File: config.mk
export PLATFORM = sky130hd
export DESIGN_NAME = pc_sequencer
export DESIGN_NICKNAME = d
export VERILOG_FILES = /design/src/rtl/mips_pkg.sv /design/src/rtl/next_pc_calc.sv /design/src/rtl/pc_sequencer.sv
export SDC_FILE = /design/constraint.sdc
export NUM_CORES = 1
export LEC_CHECK = 0
export ABC_AREA = 1
export ABC_CLOCK_PERIOD_IN_PS = 2800
export CAP_MARGIN = 25
export CORE_MARGIN = 4
export CORE_UTILIZATION = 52
export DETAILED_ROUTE_END_ITERATION = 8
export PLACE_DENSITY = 0.77
export SYNTH_ARGS = -nofsm -noshare
export SYNTH_HDL_FRONTEND = slang
export SYNTH_HIERARCHICAL = 1
export SYNTH_SLANG_ARGS = --single-unit
File: constraint.sdc
create_clock -name clk -period 2.8 [get_ports clk]
set_input_delay 0.56 -clock clk [delete_from_list [all_inputs] [get_ports clk]]
set_output_delay 0.56 -clock clk [all_outputs]
set_load 0.01 [all_outputs]
File: src/rtl/mips_pkg.sv
// Shared MIPS definitions: word width, sequencer state encoding and opcode constants.
package mips_pkg;

  localparam int unsigned WORD_W = 32;
  localparam int unsigned OP_W   = 6;

  typedef enum logic [1:0] {
    ST_IDLE = 2'd0,
    ST_RUN  = 2'd1,
    ST_HALT = 2'd2
  } state_t;

  localparam logic [OP_W-1:0] OP_J    = 6'b000010;
  localparam logic [OP_W-1:0] OP_BEQ  = 6'b000100;
  localparam logic [OP_W-1:0] OP_HALT = 6'b111111;

  function automatic logic [OP_W-1:0] opcode_of(input logic [WORD_W-1:0] instr);
    return instr[31:26];
  endfunction

endpackage

File: src/rtl/next_pc_calc.sv
// Combinational next-pc selection: jump over taken branch over sequential.
module next_pc_calc
  import mips_pkg::*;
#(
  parameter int unsigned PC_STEP = 1
) (
  input  logic [WORD_W-1:0] pc,
  input  logic [25:0]       instr_field,
  input  logic              jump,
  input  logic              branch_taken,
  output logic [WORD_W-1:0] next_pc
);

  logic [WORD_W-1:0] pc_plus;
  logic [27:0]       jump_off;
  logic [WORD_W-1:0] branch_off;

  assign pc_plus    = pc + WORD_W'(PC_STEP);
  assign jump_off   = 28'(instr_field) * 28'(PC_STEP);
  assign branch_off = {{16{instr_field[15]}}, instr_field[15:0]} * WORD_W'(PC_STEP);

  always_comb begin
    next_pc = pc_plus;
    if (jump) begin
      next_pc = {pc_plus[31:28], jump_off};
    end else if (branch_taken) begin
      next_pc = pc_plus + branch_off;
    end
  end

endmodule

File: src/rtl/pc_sequencer.sv
// Program counter owner for the single-cycle MIPS datapath with fetch handshake and halt.
module pc_sequencer
  import mips_pkg::*;
#(
  parameter logic [WORD_W-1:0] RESET_PC    = 32'h0000_0000,
  parameter int unsigned       PC_STEP     = 1,
  parameter logic [OP_W-1:0]   HALT_OPCODE = OP_HALT
) (
  input  logic              clk,
  input  logic              reset,
  output logic [WORD_W-1:0] pc,
  output logic              pc_valid,
  input  logic              pc_ready,
  input  logic [WORD_W-1:0] instruction,
  input  logic              branch_taken,
  input  logic              jump,
  output logic              halted,
  output logic [WORD_W-1:0] retired_count
);

  state_t            state;
  logic [WORD_W-1:0] next_pc;
  logic              accept;
  logic              is_halt;

  assign accept  = pc_valid & pc_ready;
  assign is_halt = (opcode_of(instruction) == HALT_OPCODE);

  next_pc_calc #(
    .PC_STEP(PC_STEP)
  ) u_next_pc (
    .pc          (pc),
    .instr_field (instruction[25:0]),
    .jump        (jump),
    .branch_taken(branch_taken),
    .next_pc     (next_pc)
  );

  // Control inputs only matter on an accepted cycle; a stall holds everything.
  always_ff @(posedge clk) begin
    if (reset) begin
      state         <= ST_IDLE;
      pc            <= RESET_PC;
      pc_valid      <= 1'b0;
      halted        <= 1'b0;
      retired_count <= '0;
    end else begin
      case (state)
        ST_IDLE: begin
          state    <= ST_RUN;
          pc_valid <= 1'b1;
        end
        ST_RUN: begin
          if (accept) begin
            retired_count <= retired_count + 32'd1;
            if (is_halt) begin
              state    <= ST_HALT;
              pc_valid <= 1'b0;
              halted   <= 1'b1;
            end else begin
              pc <= next_pc;
            end
          end
        end
        ST_HALT: begin
          pc_valid <= 1'b0;
          halted   <= 1'b1;
        end
        default: begin
          state    <= ST_IDLE;
          pc_valid <= 1'b0;
          halted   <= 1'b0;
        end
      endcase
    end
  end

endmodule

==> results.yml, run 1 <==
status:
  outcome: "finished with violations"
  violations: "negative setup slack"
grt:
  antenna_found_initial: 0
  met3_usage_pct: 5.81
  grtUsageTotal_pct: 36.1
  grt_remaining_overflow: 0
  grt_max_degree: 45
  grt_pass1_wl_um: 47700
  grt_pass1_vias: 9643
  busiest_layer: "met2"
  met1_usage_pct: 44.2
  grt_util_met2_pct: 61.7
yosys:
  synthesis.instances: 1387
  async_flop_share_pct: 0
  synth_compound_area_share_pct: 8.72
  yosysSeqAreaShare_pct: 18.0
  syn_area_per_cell_sq_um: 5.45
  synth_top_family_by_area: "simple AND/OR/NAND/NOR gates"
  synthMuxAreaShare_pct: 0
  yosysUniqueCellTypes: 37
  synth_top_area_share_pct: 24.8
  syn-cell-area_sq_mm: 0.00756
  synth-seq-cells: 68
  synthFlopType: "dfxtp_1"
  synth_edf_count: 0
  syn_nets: 1468
  yosysWarnings: 6
  synthXorXnorAreaFrac_pct: 3.44
  ys_top_cells_by_area: "nand2_1, dfxtp_1, inv_1"
  synth-simple-area-share_pct: 49.2
  synthAdderAreaFrac_pct: 7.38
  synth.largest_area_cell: "nand2_1"
critical_path:
  worstPathRequired_ps: 3000
  path_cells: "inv_2, buf_6, nor3_4, buf_6, nand2_4, nor2_4, xnor2_2, inv_2, ha_4, nand2_4, nor2_4, inv_2, nor2_4, nand4_1, nand3_1, nand2_1, nand3_2, nand2_1, nand2_1, nand3_1, a21oi_1"
  cp.depth: 21
  critPathBufInv: 5
  crit_fanout: 4
  cp-start-kind: "flip-flop"
  critPathKind: "reg -> reg"
  crit_arrival_ps: 3500
  crit_path_max_incr_delay_ps: 370
  endpoint_kind: "flip-flop"
  crit_family: "simple AND/OR/NAND/NOR gates"
  cp_slowest_cell: "a21oi_1"
  r2r_cells: 21
floorplan:
  rows: 43
  coreArea_sq_mm: 0.0140
  start_util_pct: 53.9
  io_pins: 103
  die_x_um: 129
  die_area_sq_mm: 0.0165
  die_y_um: 129
cells_and_area:
  layout_common_cells: "nand2_1, inv_1, buf_4"
  drive_above_1_share_pct: 36.3
  layout.nets: 1750
  final_cells: 1854
  n_fill_cell: 793
  final_cell_area_sq_mm: 0.0122
  diodes: 0
  final_common_cell: "nand2_1"
  area_delta_synth_final_pct: 61.6
drt:
  drc_errors: 0
  num_vias: 10900
  avgViaCountPerCell: 5.89
  drt_iter0_drc: 1402
  firstDrtPassIters: 8
  ant_nets: 0
  wl_um: 36500
  wl_per_cell_um: 19.7
clock_tree:
  cts_tree: "done"
  cts_sinks: 68
  numCtsBuffers: 9
  h-tree-depth: 3
  clock_path_buffers: 2
  hold_buffers: 0
  cts-root-buf: "clkbuf_16"
  clkLatencyLatePin_ps: 350
  clk_pin_slew_ps: 60
min_path:
  hold_depth: 2
  hold_path.class: "reg -> reg"
placed_design:
  dp_cells: 1809
  port_buffers: 102
  hpwl_um: 22000
  placed_area_sq_mm: 0.00996
  pre_cts_slack_ps: -460
  gp_congestion: 1.02
sta:
  worst_pin_slew_ps: 775
  worst_slack_ps: -499
  timing.fmax_ghz: 0.303
  hold_violations: 0
  setup_viol: 23
  final_max_slew_viol_count: 0
  rsz0062_at_grt: "yes"
  clock_skew_ps: 6.10
  finalWorstPathRequiredPeriod_ps: 3300
  slew_headroom_pct: 48.3
  timing.setup.tns_ps: -3820
  finalCritPeriodShare_pct: 118
power:
  p_total_mw: 3.73
  power.density_mw_per_mm2: 305
  p_leak_nw: 5.87
  irDropWorstVdd_mv: 0.594
flow_run:
  maxCapViolations: 0
-- per-layer routing --
metal,vias up,share of wire [%]
met5,-,0
met2,781,47
met1,5015,36
li1,4872,-
met4,0,7.8
met3,260,9.2
-- where the power goes --
group | switching [mW] | leakage, nW | internal [mW] | total [mW]
combinational | 0.889 | 5.17 | 0.663 | 1.55
sequential | 0.0546 | 0.563 | 1.02 | 1.07
clock | 0.459 | 0.142 | 0.645 | 1.10
-- kinds of logic after synthesis --
family / Yosys count
AND/OR/NAND/NOR: 859
buffers and inverters: 261
AO/OA/AOI/OAI: 127
flip-flops: 68
adder cells (fa/ha/maj): 44
XOR/XNOR: 28
-- synthesized netlist by cell type (all sizes together) (2+ instances only) --
cell type  number
dfxtp          68
nor2          167
or2             3
nand4          19
o21bai          5
o21ai          33
nand3         134
a21o            2
nand2         511
ha             43
xnor2           5
nor3           17
buf            10
clkbuf         18
and2            4
nand3b          3
inv           233
a21oi          85
xor2           23
-- sequential cells by signal, indices dropped and copies added, names as in the netlist --
register       flops
pc_valid           1
halted             1
pc                32
retired_count     32
state              2
-- layout make-up --
type	count	area [sq um]	share of cell area [%]
clock inverters	4	23.8	0.194
inverters	233	887	7.25
flip-flops and latches	68	1420	11.6
multi-input cells	1058	6850	56.1
clock buffers	12	256	2.10
well taps	180	225	1.84
repair buffers	299	2560	20.9
-- final timing paths --
| path | endpoint | start | slack [ps] |
|---|---|---|---|
| setup / recovery | pc[19]$_SDFFE_PP0P_ | pc[15]$_SDFFE_PP0P_ | -500 |
| hold reg to reg | halted$_SDFFE_PP0P_ | halted$_SDFFE_PP0P_ | 470 |
| setup reg to reg | pc[19]$_SDFFE_PP0P_ | pc[15]$_SDFFE_PP0P_ | -500 |
| hold / removal | halted$_SDFFE_PP0P_ | halted$_SDFFE_PP0P_ | 470 |
-- through the flow --
step                hold slack, ps  utilization (%)
floorplan                      456                -
global placement               455             70.9
detailed placement             466             70.9
CTS                            477             78.6
global route                   511             87.1
finish                         472             87.1
-- what timing repair did --
item                       CTS  global route
cloned                       0             0
buffers inserted             4            25
gates resized for setup    173           295
pin swaps                   64           151
setup endpoints to repair   27            27
-- tightest hold or removal path: stages (launching register included) --
cell and delay, ps:
dfxtp_1 310, nand2_1 60, a21oi_1 50
Note: power is estimated with default switching activity, not from simulation.
==> run 2, diff against run 1 <==
CORE_UTILIZATION = 50   (was 52)
PLACE_DENSITY = 0.76   (was 0.77)
SYNTH_HIERARCHICAL = not set   (was 1)
==> run 2 against run 1 <==
Net effect:
- the run still ends with negative setup slack left
- sequential power increased by 8%
- clock power grew 22%
- global-route usage fell by 5.2 points
- flip-flop and latch count is the same
- combinational power up 28%
- register-to-register slack improved by 280 ps
- die area down 8.3%
- clock skew increased by 1.5 ps
- critical path depth decreased by 3
- total power rose by 20%
- sequential share of layout area increased by 2.1 points
- via count shrank 17%
- critical path type unchanged
- largest cell class unchanged
==> results.yml, run 2 <==
yosys:
  synth_top_family_by_area: "simple AND/OR/NAND/NOR gates"
  synthesis.instances: 1093
  yosysUniqueCellTypes: 49
  yosysSeqAreaShare_pct: 20.5
  synthFlopType: "dfxtp_1"
  synthMuxAreaShare_pct: 0
  synth_most_common_cell: "nand2_1"
  synth-seq-cells: 68
  synth_top_area_share_pct: 20.5
  yosysWarnings: 0
  syn-cell-area_sq_mm: 0.00663
  async_flop_share_pct: 0
  synth_compound_area_share_pct: 17.6
  synth.largest_area_cell: "dfxtp_1"
  synth_edf_count: 0
  synth-simple-area-share_pct: 38.7
  synthXorXnorAreaFrac_pct: 4.21
  ys_top_cells_by_area: "dfxtp_1, nand2_1, inv_1"
  synthAdderAreaFrac_pct: 8.42
  syn_area_per_cell_sq_um: 6.06
  syn_nets: 1174
  synth_commonest_cells: "nand2_1, inv_1, a21oi_1, nor2_1, dfxtp_1"
flow_run:
  maxCapViolations: 0
grt:
  grt_pass1_wl_um: 37000
  grt_util_met2_pct: 50.3
  busiest_layer: "met2"
  antenna_found_initial: 0
  grt_max_degree: 34
  grt_pass1_vias: 7661
  grt_remaining_overflow: 0
  met1_usage_pct: 39.4
  met3_usage_pct: 6.13
  grtUsageTotal_pct: 30.9
clock_tree:
  cts-root-buf: "clkbuf_16"
  cts_tree: "done"
  cts_sinks: 68
  clkLatencyLatePin_ps: 340
  clk_pin_slew_ps: 60
  h-tree-depth: 3
  numCtsBuffers: 9
  clock_path_buffers: 2
  hold_buffers: 0
sta:
  final_max_slew_viol_count: 0
  worst_slack_ps: -219
  finalCritPeriodShare_pct: 108
  timing.fmax_ghz: 0.331
  finalWorstPathRequiredPeriod_ps: 3020
  slew_headroom_pct: 66.2
  worst_pin_slew_ps: 507
  clock_skew_ps: 7.62
  setup_viol: 19
  rsz0062_at_grt: "yes"
  whs_ps: 468
  hold_violations: 0
drt:
  drc_errors: 0
  wl_um: 28500
  num_vias: 9065
  ant_nets: 0
  avgViaCountPerCell: 6.10
  drt_iter0_drc: 1183
  wl_per_cell_um: 19.2
  firstDrtPassIters: 6
floorplan:
  coreArea_sq_mm: 0.0128
  rows: 41
  die_y_um: 123
  start_util_pct: 51.9
  io_pins: 103
  die_area_sq_mm: 0.0152
  die_x_um: 123
placed_design:
  port_buffers: 102
  pre_cts_slack_ps: -285
  hpwl_um: 18400
  gp_congestion: 1.05
power:
  irDropWorstVdd_mv: 0.555
  p_leak_nw: 4.66
  power.density_mw_per_mm2: 438
critical_path:
  cp-start-kind: "flip-flop"
  crit_arrival_ps: 3300
  worstPathRequired_ps: 3080
  critPathKind: "reg -> reg"
  crit_fanout: 5
  endpoint_kind: "flip-flop"
cells_and_area:
  layout.nets: 1392
  reg_top3: "pc (32), retired_count (32), state (2)"
  diodes: 0
  area_delta_synth_final_pct: 54.5
  drive_above_1_share_pct: 30.5
  multi_input_area_sq_mm: 0.00563
  final_common_cell: "nand2_1"
  layout_common_cells: "nand2_1, inv_1, buf_4"
  fin_util_pct: 80.1
  n_fill_cell: 772
  seq_area_sq_mm: 0.00141
min_path:
  hold_path.class: "reg -> reg"
status:
  outcome: "finished with violations"
  violations: "negative setup slack"
[run 2: cell count changes after synthesis, sizes merged, moves of 5 or more]
cell	previous run	this run
nor4	0	7
nand3	134	70
nand2	511	288
nand4	19	24
inv	233	163
a21oi	85	112
nor2	167	128
o21ai	33	73
xor2	23	28
buf	10	4
a31oi	0	7
o21a	0	6
[run 2: cell type report]
class,instances,share of cell area (%)
Timing Repair Buffer,227,19.8
Sequential cell,68,13.7
Clock buffer,9,2.20
Tap cell,172,2.10
Inverter,164,6.06
Multi-Input combinational cell,841,55.0
Clock inverter,6,1.11
[run 2: power breakdown]
group          switching (mW)  internal, mW  leakage (nW)  total, mW
logic                    1.14         0.847          3.94       1.98
registers               0.105          1.06         0.562       1.16
clock network           0.474         0.867         0.158       1.34
total                    1.72          2.77          4.66       4.49
[run 2: logic make-up after synthesis]
logic type,after synthesis
DFF,68
adders and majority gates,44
AOI/OAI and AO/OA,216
and+or+nand+nor,550
buffers and inverters,184
xor gates and xnor gates,31
[run 2: worst paths after layout]
kind              slack (ps)                        endpoint  cells past startpoint                      startpoint
setup / recovery        -220             pc[21]$_SDFFE_PP0P_                     18              pc[1]$_SDFFE_PP0P_
hold / removal           470  retired_count[31]$_SDFFE_PP0P_                      2  retired_count[31]$_SDFFE_PP0P_
setup reg to reg        -220             pc[21]$_SDFFE_PP0P_                     18              pc[1]$_SDFFE_PP0P_
hold reg to reg          470  retired_count[31]$_SDFFE_PP0P_                      2  retired_count[31]$_SDFFE_PP0P_
[run 2: metal layers]
layer	part of all wire, %	wire length (um)
met1	36	10200
met2	45	12800
met3	12	3330
met4	7.6	2180
met5	0	0
[run 2: critical path, cell delays in order (launching register included)]
cell and delay (ps):
dfxtp_2 360, buf_6 120, nand2_4 70, nor2_8 180, nand2_8 120, nor3_2 200, nand3_1 120, or2_1 260
nand2_2 110, ha_4 230, nand2_2 190, o21bai_4 110, a21oi_2 160, buf_4 130, buf_4 100, nand2_1 60
nand2_1 70, nand3_1 190, a21oi_2 170
[run 2: per-stage QoR]
stage / power [mW] / TNS (ps) / instances / instance area (sq um)
after floorplan: 1.96 / 0 / 1093 / 6630
after global placement: 2.60 / -1110 / 1452 / 8600
after detailed placement: 2.63 / -1960 / 1452 / 8600
after CTS: 4.05 / -7.38 / 1473 / 9300
after global routing: 4.64 / -4550 / 1487 / 10200
final: 4.49 / -2300 / 1487 / 10200
[run 2: repair_timing]
action                     CTS  global route
pin swaps                   24            67
setup endpoints to repair   21            25
gates resized for setup     73           190
setup buffers                6            14
==> run 3, diff against run 2 <==
CTS_CLUSTER_SIZE = 16   (was not set)
==> results of run 3 <==
Same layout as run 2: the final DEF is identical, and so are final timing and power.
